<file path="src/rtl/mat_vec_scheduler_pkg.sv">
// mat_vec_pkg: shared types and helpers for the matrix-vector scheduler.
//
// Contents:
//   DEFAULT_DATA_W - default element / result width
//   word_t         - one element or scalar result
//   sched_state_t  - scheduler FSM states
//   relu()         - clamps negative (two's complement) values to zero; used
//                    only when MAT_VEC_SCHEDULER_RELU_EN is defined, and sized
//                    for DEFAULT_DATA_W-wide data
package mat_vec_pkg;

  localparam int DEFAULT_DATA_W = 32;

  typedef logic [DEFAULT_DATA_W-1:0] word_t;

  typedef enum logic [2:0] {
    IDLE,
    CLEAR,
    WAIT,
    CAPTURE,
    DONE
  } sched_state_t;

  function automatic word_t relu(input word_t value);
    return value[DEFAULT_DATA_W-1] ? '0 : value;
  endfunction

endpackage

</file>
<file path="src/rtl/mat_vec_scheduler_if.sv">
// mat_vec_scheduler_if: bundles the layer-controller handshake and the
// dot-product engine connection of the scheduler.
//
// Signals:
//   start, mat, vec       - controller request and operands
//   busy, done, result    - scheduler status and output vector
//   dp_rst, dp_vec1/2     - engine reset and operands (from the scheduler)
//   dp_result, dp_done    - engine scalar result and level done (to the scheduler)
//
// Modports:
//   slave  - the scheduler itself
//   master - whatever sits around it (controller plus engine)
interface mat_vec_scheduler_if
  import mat_vec_pkg::*;
#(
  parameter int VECTOR_LEN = 4,
  parameter int ROWS       = 4,
  parameter int DATA_W     = DEFAULT_DATA_W
);

  logic                                       start;
  logic [ROWS-1:0][VECTOR_LEN-1:0][DATA_W-1:0] mat;
  logic [VECTOR_LEN-1:0][DATA_W-1:0]           vec;
  logic                                       busy;
  logic                                       done;
  logic [ROWS-1:0][DATA_W-1:0]                 result;
  logic                                       dp_rst;
  logic [VECTOR_LEN-1:0][DATA_W-1:0]           dp_vec1;
  logic [VECTOR_LEN-1:0][DATA_W-1:0]           dp_vec2;
  logic [DATA_W-1:0]                           dp_result;
  logic                                       dp_done;

  modport slave (
    input  start, mat, vec, dp_result, dp_done,
    output busy, done, result, dp_rst, dp_vec1, dp_vec2
  );

  modport master (
    output start, mat, vec, dp_result, dp_done,
    input  busy, done, result, dp_rst, dp_vec1, dp_vec2
  );

endinterface

</file>
<file path="src/rtl/mat_vec_scheduler_row_counter.sv">
// mvs_row_counter: row index for the scheduler.
//
// Ports:
//   clk, rst - clock and synchronous active-high reset
//   clear    - load zero (start of a new matrix)
//   inc      - advance to the next row; saturates at ROWS-1
//   row      - current row index
//   last     - high while row == ROWS-1
module mvs_row_counter
  import mat_vec_pkg::*;
#(
  parameter int ROWS  = 4,
  parameter int ROW_W = (ROWS > 1) ? $clog2(ROWS) : 1
) (
  input  logic             clk,
  input  logic             rst,
  input  logic             clear,
  input  logic             inc,
  output logic [ROW_W-1:0] row,
  output logic             last
);

  assign last = (row == ROW_W'(ROWS - 1));

  // Increment is suppressed on the last row so the index can never point
  // past the matrix, even for non power-of-two row counts.
  always_ff @(posedge clk) begin
    if (rst || clear) begin
      row <= '0;
    end else if (inc && !last) begin
      row <= row + 1'b1;
    end
  end

endmodule

</file>
<file path="src/rtl/mat_vec_scheduler.sv">
// mat_vec_scheduler: runs one external dot-product engine once per matrix row
// to compute y = W*x, collecting each scalar into an output vector register.
//
// Ports:
//   clk  - system clock
//   rst  - synchronous active-high reset (aborts a run without a done pulse)
//   bus  - mat_vec_scheduler_if.slave: start/mat/vec in, busy/done/result out,
//          dp_rst/dp_vec1/dp_vec2 to the engine, dp_result/dp_done from it
//
// Build option:
//   MAT_VEC_SCHEDULER_RELU_EN - when defined, negative engine results are
//   stored as zero. Timing is the same either way.
module mat_vec_scheduler
  import mat_vec_pkg::*;
#(
  parameter int VECTOR_LEN = 4,
  parameter int ROWS       = 4,
  parameter int DATA_W     = DEFAULT_DATA_W
) (
  input logic                clk,
  input logic                rst,
  mat_vec_scheduler_if.slave bus
);

  localparam int ROW_W = (ROWS > 1) ? $clog2(ROWS) : 1;

  sched_state_t state;
  sched_state_t state_next;

  logic [ROWS-1:0][VECTOR_LEN-1:0][DATA_W-1:0] mat_q;
  logic [VECTOR_LEN-1:0][DATA_W-1:0]           vec_q;
  logic [ROWS-1:0][DATA_W-1:0]                 result_q;
  logic [ROW_W-1:0]                            row;
  logic                                       last_row;
  logic                                       accept;
  logic                                       capture;
  logic                                       row_inc;
  logic [DATA_W-1:0]                           capture_value;

  mvs_row_counter #(
    .ROWS  (ROWS),
    .ROW_W (ROW_W)
  ) u_row_counter (
    .clk   (clk),
    .rst   (rst),
    .clear (accept),
    .inc   (row_inc),
    .row   (row),
    .last  (last_row)
  );

`ifdef MAT_VEC_SCHEDULER_RELU_EN
  assign capture_value = relu(bus.dp_result);
`else
  assign capture_value = bus.dp_result;
`endif

  // State register.
  always_ff @(posedge clk) begin
    if (rst) begin
      state <= IDLE;
    end else begin
      state <= state_next;
    end
  end

  // Next state and per-state strobes. dp_done is only looked at in WAIT, so
  // a level left high by the previous run cannot skip a row; start outside
  // IDLE (including the DONE cycle) is simply dropped.
  always_comb begin
    state_next = state;
    accept     = 1'b0;
    capture    = 1'b0;
    row_inc    = 1'b0;
    case (state)
      IDLE: begin
        if (bus.start) begin
          accept     = 1'b1;
          state_next = CLEAR;
        end
      end
      CLEAR: begin
        state_next = WAIT;
      end
      WAIT: begin
        if (bus.dp_done) begin
          state_next = CAPTURE;
        end
      end
      CAPTURE: begin
        capture = 1'b1;
        if (last_row) begin
          state_next = DONE;
        end else begin
          row_inc    = 1'b1;
          state_next = CLEAR;
        end
      end
      DONE: begin
        state_next = IDLE;
      end
      default: begin
        state_next = IDLE;
      end
    endcase
  end

  // Operand snapshots and the result vector. The engine only ever sees the
  // snapshots, so the controller may change mat/vec freely once accepted.
  always_ff @(posedge clk) begin
    if (rst) begin
      mat_q    <= '0;
      vec_q    <= '0;
      result_q <= '0;
    end else begin
      if (accept) begin
        mat_q <= bus.mat;
        vec_q <= bus.vec;
      end
      if (capture) begin
        result_q[row] <= capture_value;
      end
    end
  end

  // The engine is held in reset during our own reset as well as for the one
  // CLEAR cycle before each row, so an aborted run leaves it clean.
  assign bus.dp_rst  = rst | (state == CLEAR);
  assign bus.dp_vec1 = mat_q[row];
  assign bus.dp_vec2 = vec_q;
  assign bus.busy    = (state != IDLE);
  assign bus.done    = (state == DONE);
  assign bus.result  = result_q;

endmodule
</file>
<file path="src/flat_wrapper.sv">
// flat-port wrapper written by rule: the top's interface ports become plain ports
module mat_vec_scheduler_flat import mat_vec_pkg::*;
#(
  parameter int VECTOR_LEN = 4,
  parameter int ROWS       = 4,
  parameter int DATA_W     = DEFAULT_DATA_W
)
  (clk, rst, bus_start, bus_mat, bus_vec, bus_dp_result, bus_dp_done, bus_busy, bus_done, bus_result, bus_dp_rst, bus_dp_vec1, bus_dp_vec2);
  mat_vec_scheduler_if #(.VECTOR_LEN(VECTOR_LEN), .ROWS(ROWS), .DATA_W(DATA_W)) bus_i ();
  input logic clk;
  input logic rst;
  input wire logic [$bits(bus_i.start)-1:0] bus_start;
  input wire logic [$bits(bus_i.mat)-1:0] bus_mat;
  input wire logic [$bits(bus_i.vec)-1:0] bus_vec;
  input wire logic [$bits(bus_i.dp_result)-1:0] bus_dp_result;
  input wire logic [$bits(bus_i.dp_done)-1:0] bus_dp_done;
  output wire logic [$bits(bus_i.busy)-1:0] bus_busy;
  output wire logic [$bits(bus_i.done)-1:0] bus_done;
  output wire logic [$bits(bus_i.result)-1:0] bus_result;
  output wire logic [$bits(bus_i.dp_rst)-1:0] bus_dp_rst;
  output wire logic [$bits(bus_i.dp_vec1)-1:0] bus_dp_vec1;
  output wire logic [$bits(bus_i.dp_vec2)-1:0] bus_dp_vec2;
  assign bus_i.start = bus_start;
  assign bus_i.mat = bus_mat;
  assign bus_i.vec = bus_vec;
  assign bus_i.dp_result = bus_dp_result;
  assign bus_i.dp_done = bus_dp_done;
  assign bus_busy = bus_i.busy;
  assign bus_done = bus_i.done;
  assign bus_result = bus_i.result;
  assign bus_dp_rst = bus_i.dp_rst;
  assign bus_dp_vec1 = bus_i.dp_vec1;
  assign bus_dp_vec2 = bus_i.dp_vec2;
  mat_vec_scheduler #(.VECTOR_LEN(VECTOR_LEN), .ROWS(ROWS), .DATA_W(DATA_W)) u_core (.clk(clk), .rst(rst), .bus(bus_i));
endmodule
</file>
<file path="config.mk">
export PLATFORM = sky130hd
export DESIGN_NAME = mat_vec_scheduler_flat
export DESIGN_NICKNAME = d
export VERILOG_FILES = /design/src/rtl/mat_vec_scheduler_pkg.sv /design/src/rtl/mat_vec_scheduler_if.sv /design/src/rtl/mat_vec_scheduler_row_counter.sv /design/src/rtl/mat_vec_scheduler.sv /design/src/flat_wrapper.sv
export SDC_FILE = /design/constraint.sdc
export NUM_CORES = 2
export LEC_CHECK = 0
export BUFFER_PORTS_ARGS = -buffer_cell sky130_fd_sc_hd__buf_2
export CORE_AREA = 2 2 415 417
export DETAILED_ROUTE_END_ITERATION = 7
export DIE_AREA = 0 0 417 419
export PLACE_DENSITY_LB_ADDON = 0.08
export SLEW_MARGIN = 20
export SYNTH_ARGS = -nofsm -noshare
export SYNTH_HDL_FRONTEND = slang
export SYNTH_SLANG_ARGS = --single-unit
</file>
<file path="constraint.sdc">
create_clock -name clk -period 2.13 [get_ports clk]
set_input_delay 0.3195 -clock clk [delete_from_list [all_inputs] [get_ports clk]]
set_output_delay 0.3195 -clock clk [all_outputs]
set_load 0.005 [all_outputs]
</file>
==> impl_metrics.csv <==
group,metric,value,unit
status,status,"finished with violations",
status,violations,"setup timing",
yosys,ys_types,24,
sta,setup_viol,128,
drt,drt-total-wl,158000,um
die,floorplan.die.height,419,um
placed_design,portBuffers,1062,
worst_setup_path,crit_type,"reg -> out",
sta,fin_crit_sh,122,%
power_and_ir_drop,power.switching,0.0110,W
yosys,synth_flop_cell,"dfxtp_1",
worst_setup_path,end_kind,"output port",
yosys,synthMuxAreaShare,9.82,%
drt,wire_per_inst,20.9,um
die,coreArea,171000,um2
worst_setup_path,required,1.81,ns
yosys,synth_seq_cells,773,
worst_setup_path,worstPathArrival,2.28,ns
sta,finalMaxSlewViolations,0,
clock_tree,cts_root_buffer,"clkbuf_16",
yosys,synth_top_area_cell,"dfxtp_1",
yosys,synth_compound_area_share,13.0,%
drt,first_iter_violations,1539,
global_routing,grt_pass1_wl,222000,um
power_and_ir_drop,p_per_area,795,nW/um2
sta,slew-limit-headroom,59.3,%
power_and_ir_drop,comb_power_share,16.2,%
layout,syn2layout_area_growth,67.7,%
die,rows,152,
power_and_ir_drop,netSwitchingFraction,27.9,%
yosys,synthCells,3525,
die,fp.dieW,417,um
yosys,synthMostInstantiatedCell,"nand2_1",
clock_tree,tritoncts,"yes",
drt,dr.pass1.iters,5,
global_routing,grtUsageTotal,17.3,%
worst_setup_path,start_kind,"flop",
sta,rsz0062_at_grt,"true",
yosys,synth_adder_area_share,0.169,%
sta,worst_pin_slew,0.610,ns
sta,whs,0.178,ns
sta,hold_violations,0,
placed_design,gp_congestion,0.873,
die,ios,1063,
yosys,synth_async_sr_flop_share,0,%
yosys,synth_area_leaders,"dfxtp_1 (52%), nand2_1 (20%), a21oi_1 (13%), mux4_2 (9.8%), buf_2 (2.5%)",
sta,min_period,2.60,ns
drt,routed_via_density,4.08,
run,maxCapViolCount,0,
global_routing,antenna_found_initial,26,
layout,multi_input_area,12800,um2
placed_design,dpl_cell_area,37900,um2
placed_design,place_inst,6649,
clock_tree,htree_levels,3,
drt,num_vias,30900,
worst_setup_path,crit_fanout,12,
yosys,synth_fp_nets,4205,
layout,fin_area,49600,um2
clock_tree,clk_latency,0.73,ns
yosys,synth_xor_area_share,0.0593,%
clock_tree,clock_path_buffers,3,
yosys,yosysWarnings,0,
die,die_area,175000,um2
clock_tree,path_clk_slew,0.06,ns
yosys,netlist_top_cells_count,"nand2_1 (1537), dfxtp_1 (773), a21oi_1 (768)",
yosys,avgSynthCellArea,8.38,um2
yosys,synth_top_family_by_area,"simple AND/OR/NAND/NOR gates",
yosys,synth_seq_area_share,52.4,%
yosys,synthesis.area,29500,um2
power_and_ir_drop,p_int,0.0284,W
drt,post-route-drc-count,0,
layout,drive_gt1_share,28.7,%
sta,fmax,385,MHz
layout,fin_cells,7585,
global_routing,grt_max_degree,120,
power_and_ir_drop,clockPowerShare,43.0,%
sta,layout_setup_ws,-0.465,ns
layout,regArea,15500,um2
placed_design,dp_hpwl,112000,um
global_routing,gr-total-overflow,0,
layout,nFillCells,18700,
yosys,yosys.area.top_type_share,52.4,%
power_and_ir_drop,irDropWorstVdd,0.584,mV
power_and_ir_drop,total_leakage_power,20.3,nW
layout,final_nets,5938,
clock_tree,cts_inserted_buffers,102,
drt,ant_nets,0,
worst_hold_path,hp-class,"in -> reg",
global_routing,grt_pass1_vias,31700,
clock_tree,cts_sinks,773,
layout,fin_util,29.1,%
power_and_ir_drop,pwr-share-seq,40.8,%
yosys,synth_edf_count,0,
sta,skew,0.0264,ns
die,initial_core_util,17.3,%
yosys,synth_simple_gate_area_share,20.1,%
-- routing by layer --
metal	global-route usage [%]	up-vias	wire (um)
li1	-	15200	-
met1	20.3	14700	65100
met2	30.1	784	78700
met3	3.74	264	7630
met4	7.75	0	6890
met5	0	-	0
-- kinds of logic (layout without fill, tap and decap cells) --
kind of cell	after synthesis	count (layout)
AO/OA/AOI/OAI	769	769
XOR/XNOR	2	2
adder cells (fa/ha/maj)	4	4
buffers and inverters	290	2096
flip-flops	773	773
multiplexers	130	130
other	0	21
AND/OR/NAND/NOR	1557	1557
-- final timing paths --
| check | start | cells after the start | endpoint | slack [ns] |
|---|---|---|---|---|
| setup / recovery | u_core.u_row_counter.row[0]$_SDFFE_PP0P_ | 5 | bus_dp_vec1[69] | -0.47 |
| hold / removal | bus_start | 5 | u_core.mat_q[278]$_SDFFE_PP0P_ | 0.18 |
| setup reg to reg | u_core.u_row_counter.row[0]$_SDFFE_PP0P_ | 11 | u_core.bus.result[31]$_SDFFE_PP0P_ | 0.06 |
| hold reg to reg | u_core.bus.result[65]$_SDFFE_PP0P_ | 2 | u_core.bus.result[65]$_SDFFE_PP0P_ | 0.45 |
-- power groups by stage --
stage	clock, W	sequential, W	combinational (W)
2_1_floorplan	0	0.0161	0.00266
3_3_place_gp	0	0.0164	0.00515
3_5_place_dp	0	0.0164	0.00516
4_1_cts	0.0177	0.0161	0.00646
5_1_grt	0.0181	0.0162	0.00703
6_report	0.0170	0.0161	0.00639
-- timing repair --
item / CTS / global route
endpoints found under the setup margin: 129 / 201
buffers inserted: 28 / 23
endpoints found under the hold margin: 769 / 0
hold buffers: 677 / 0
resized for setup: 118 / 92
pin swaps: 0 / 2
gates cloned: 10 / 8
-- cells in the final DEF (no fill, tap or decap), types with 5 or more instances in the layout --
cell and instances:
a21oi_1 763, a21oi_2 5, buf_12 68, buf_16 10, buf_2 990, buf_4 62
buf_6 93, buf_8 10, clkbuf_1 34, clkbuf_16 110, clkbuf_8 25, clkinv_2 6
dfxtp_1 769, diode_2 21, dlygate4sd3_1 677, mux4_2 128, nand2_1 1537
-- layout make-up --
class / instances / area share [%]
antenna: 21 / 0.106
clock buffer: 163 / 6.20
clock inverter: 14 / 0.260
inverter: 2 / 0.0202
multi-input combinational: 2462 / 25.8
sequential: 773 / 31.2
tap: 2233 / 5.64
timing repair buffer: 1917 / 30.7
-- through the flow --
stage	power (W)	worst slack [ns]	TNS (ns)
after floorplan	0.0188	0.0583	0
after detailed placement	0.0215	0.207	0
after global placement	0.0215	0.225	0
final	0.0394	-0.465	-49.14
after CTS	0.0402	-0.589	-61.00
after global routing	0.0413	-0.574	-63.02
-- flip-flops by register name, indices dropped and copies added (netlist names) --
register and flops:
u_core.state 3, u_core.bus.result 128, u_core.u_row_counter.row 2, u_core.bus.dp_vec2 128, u_core.mat_q 512
-- critical path, stage by stage, from the launching register on --
cell and delay [ns]:
dfxtp_4 0.37, buf_12 0.14, buf_12 0.15, buf_16 0.17, mux4_2 0.54, buf_6 0.15
No activity file was read; power rests on OpenSTA's default activity.
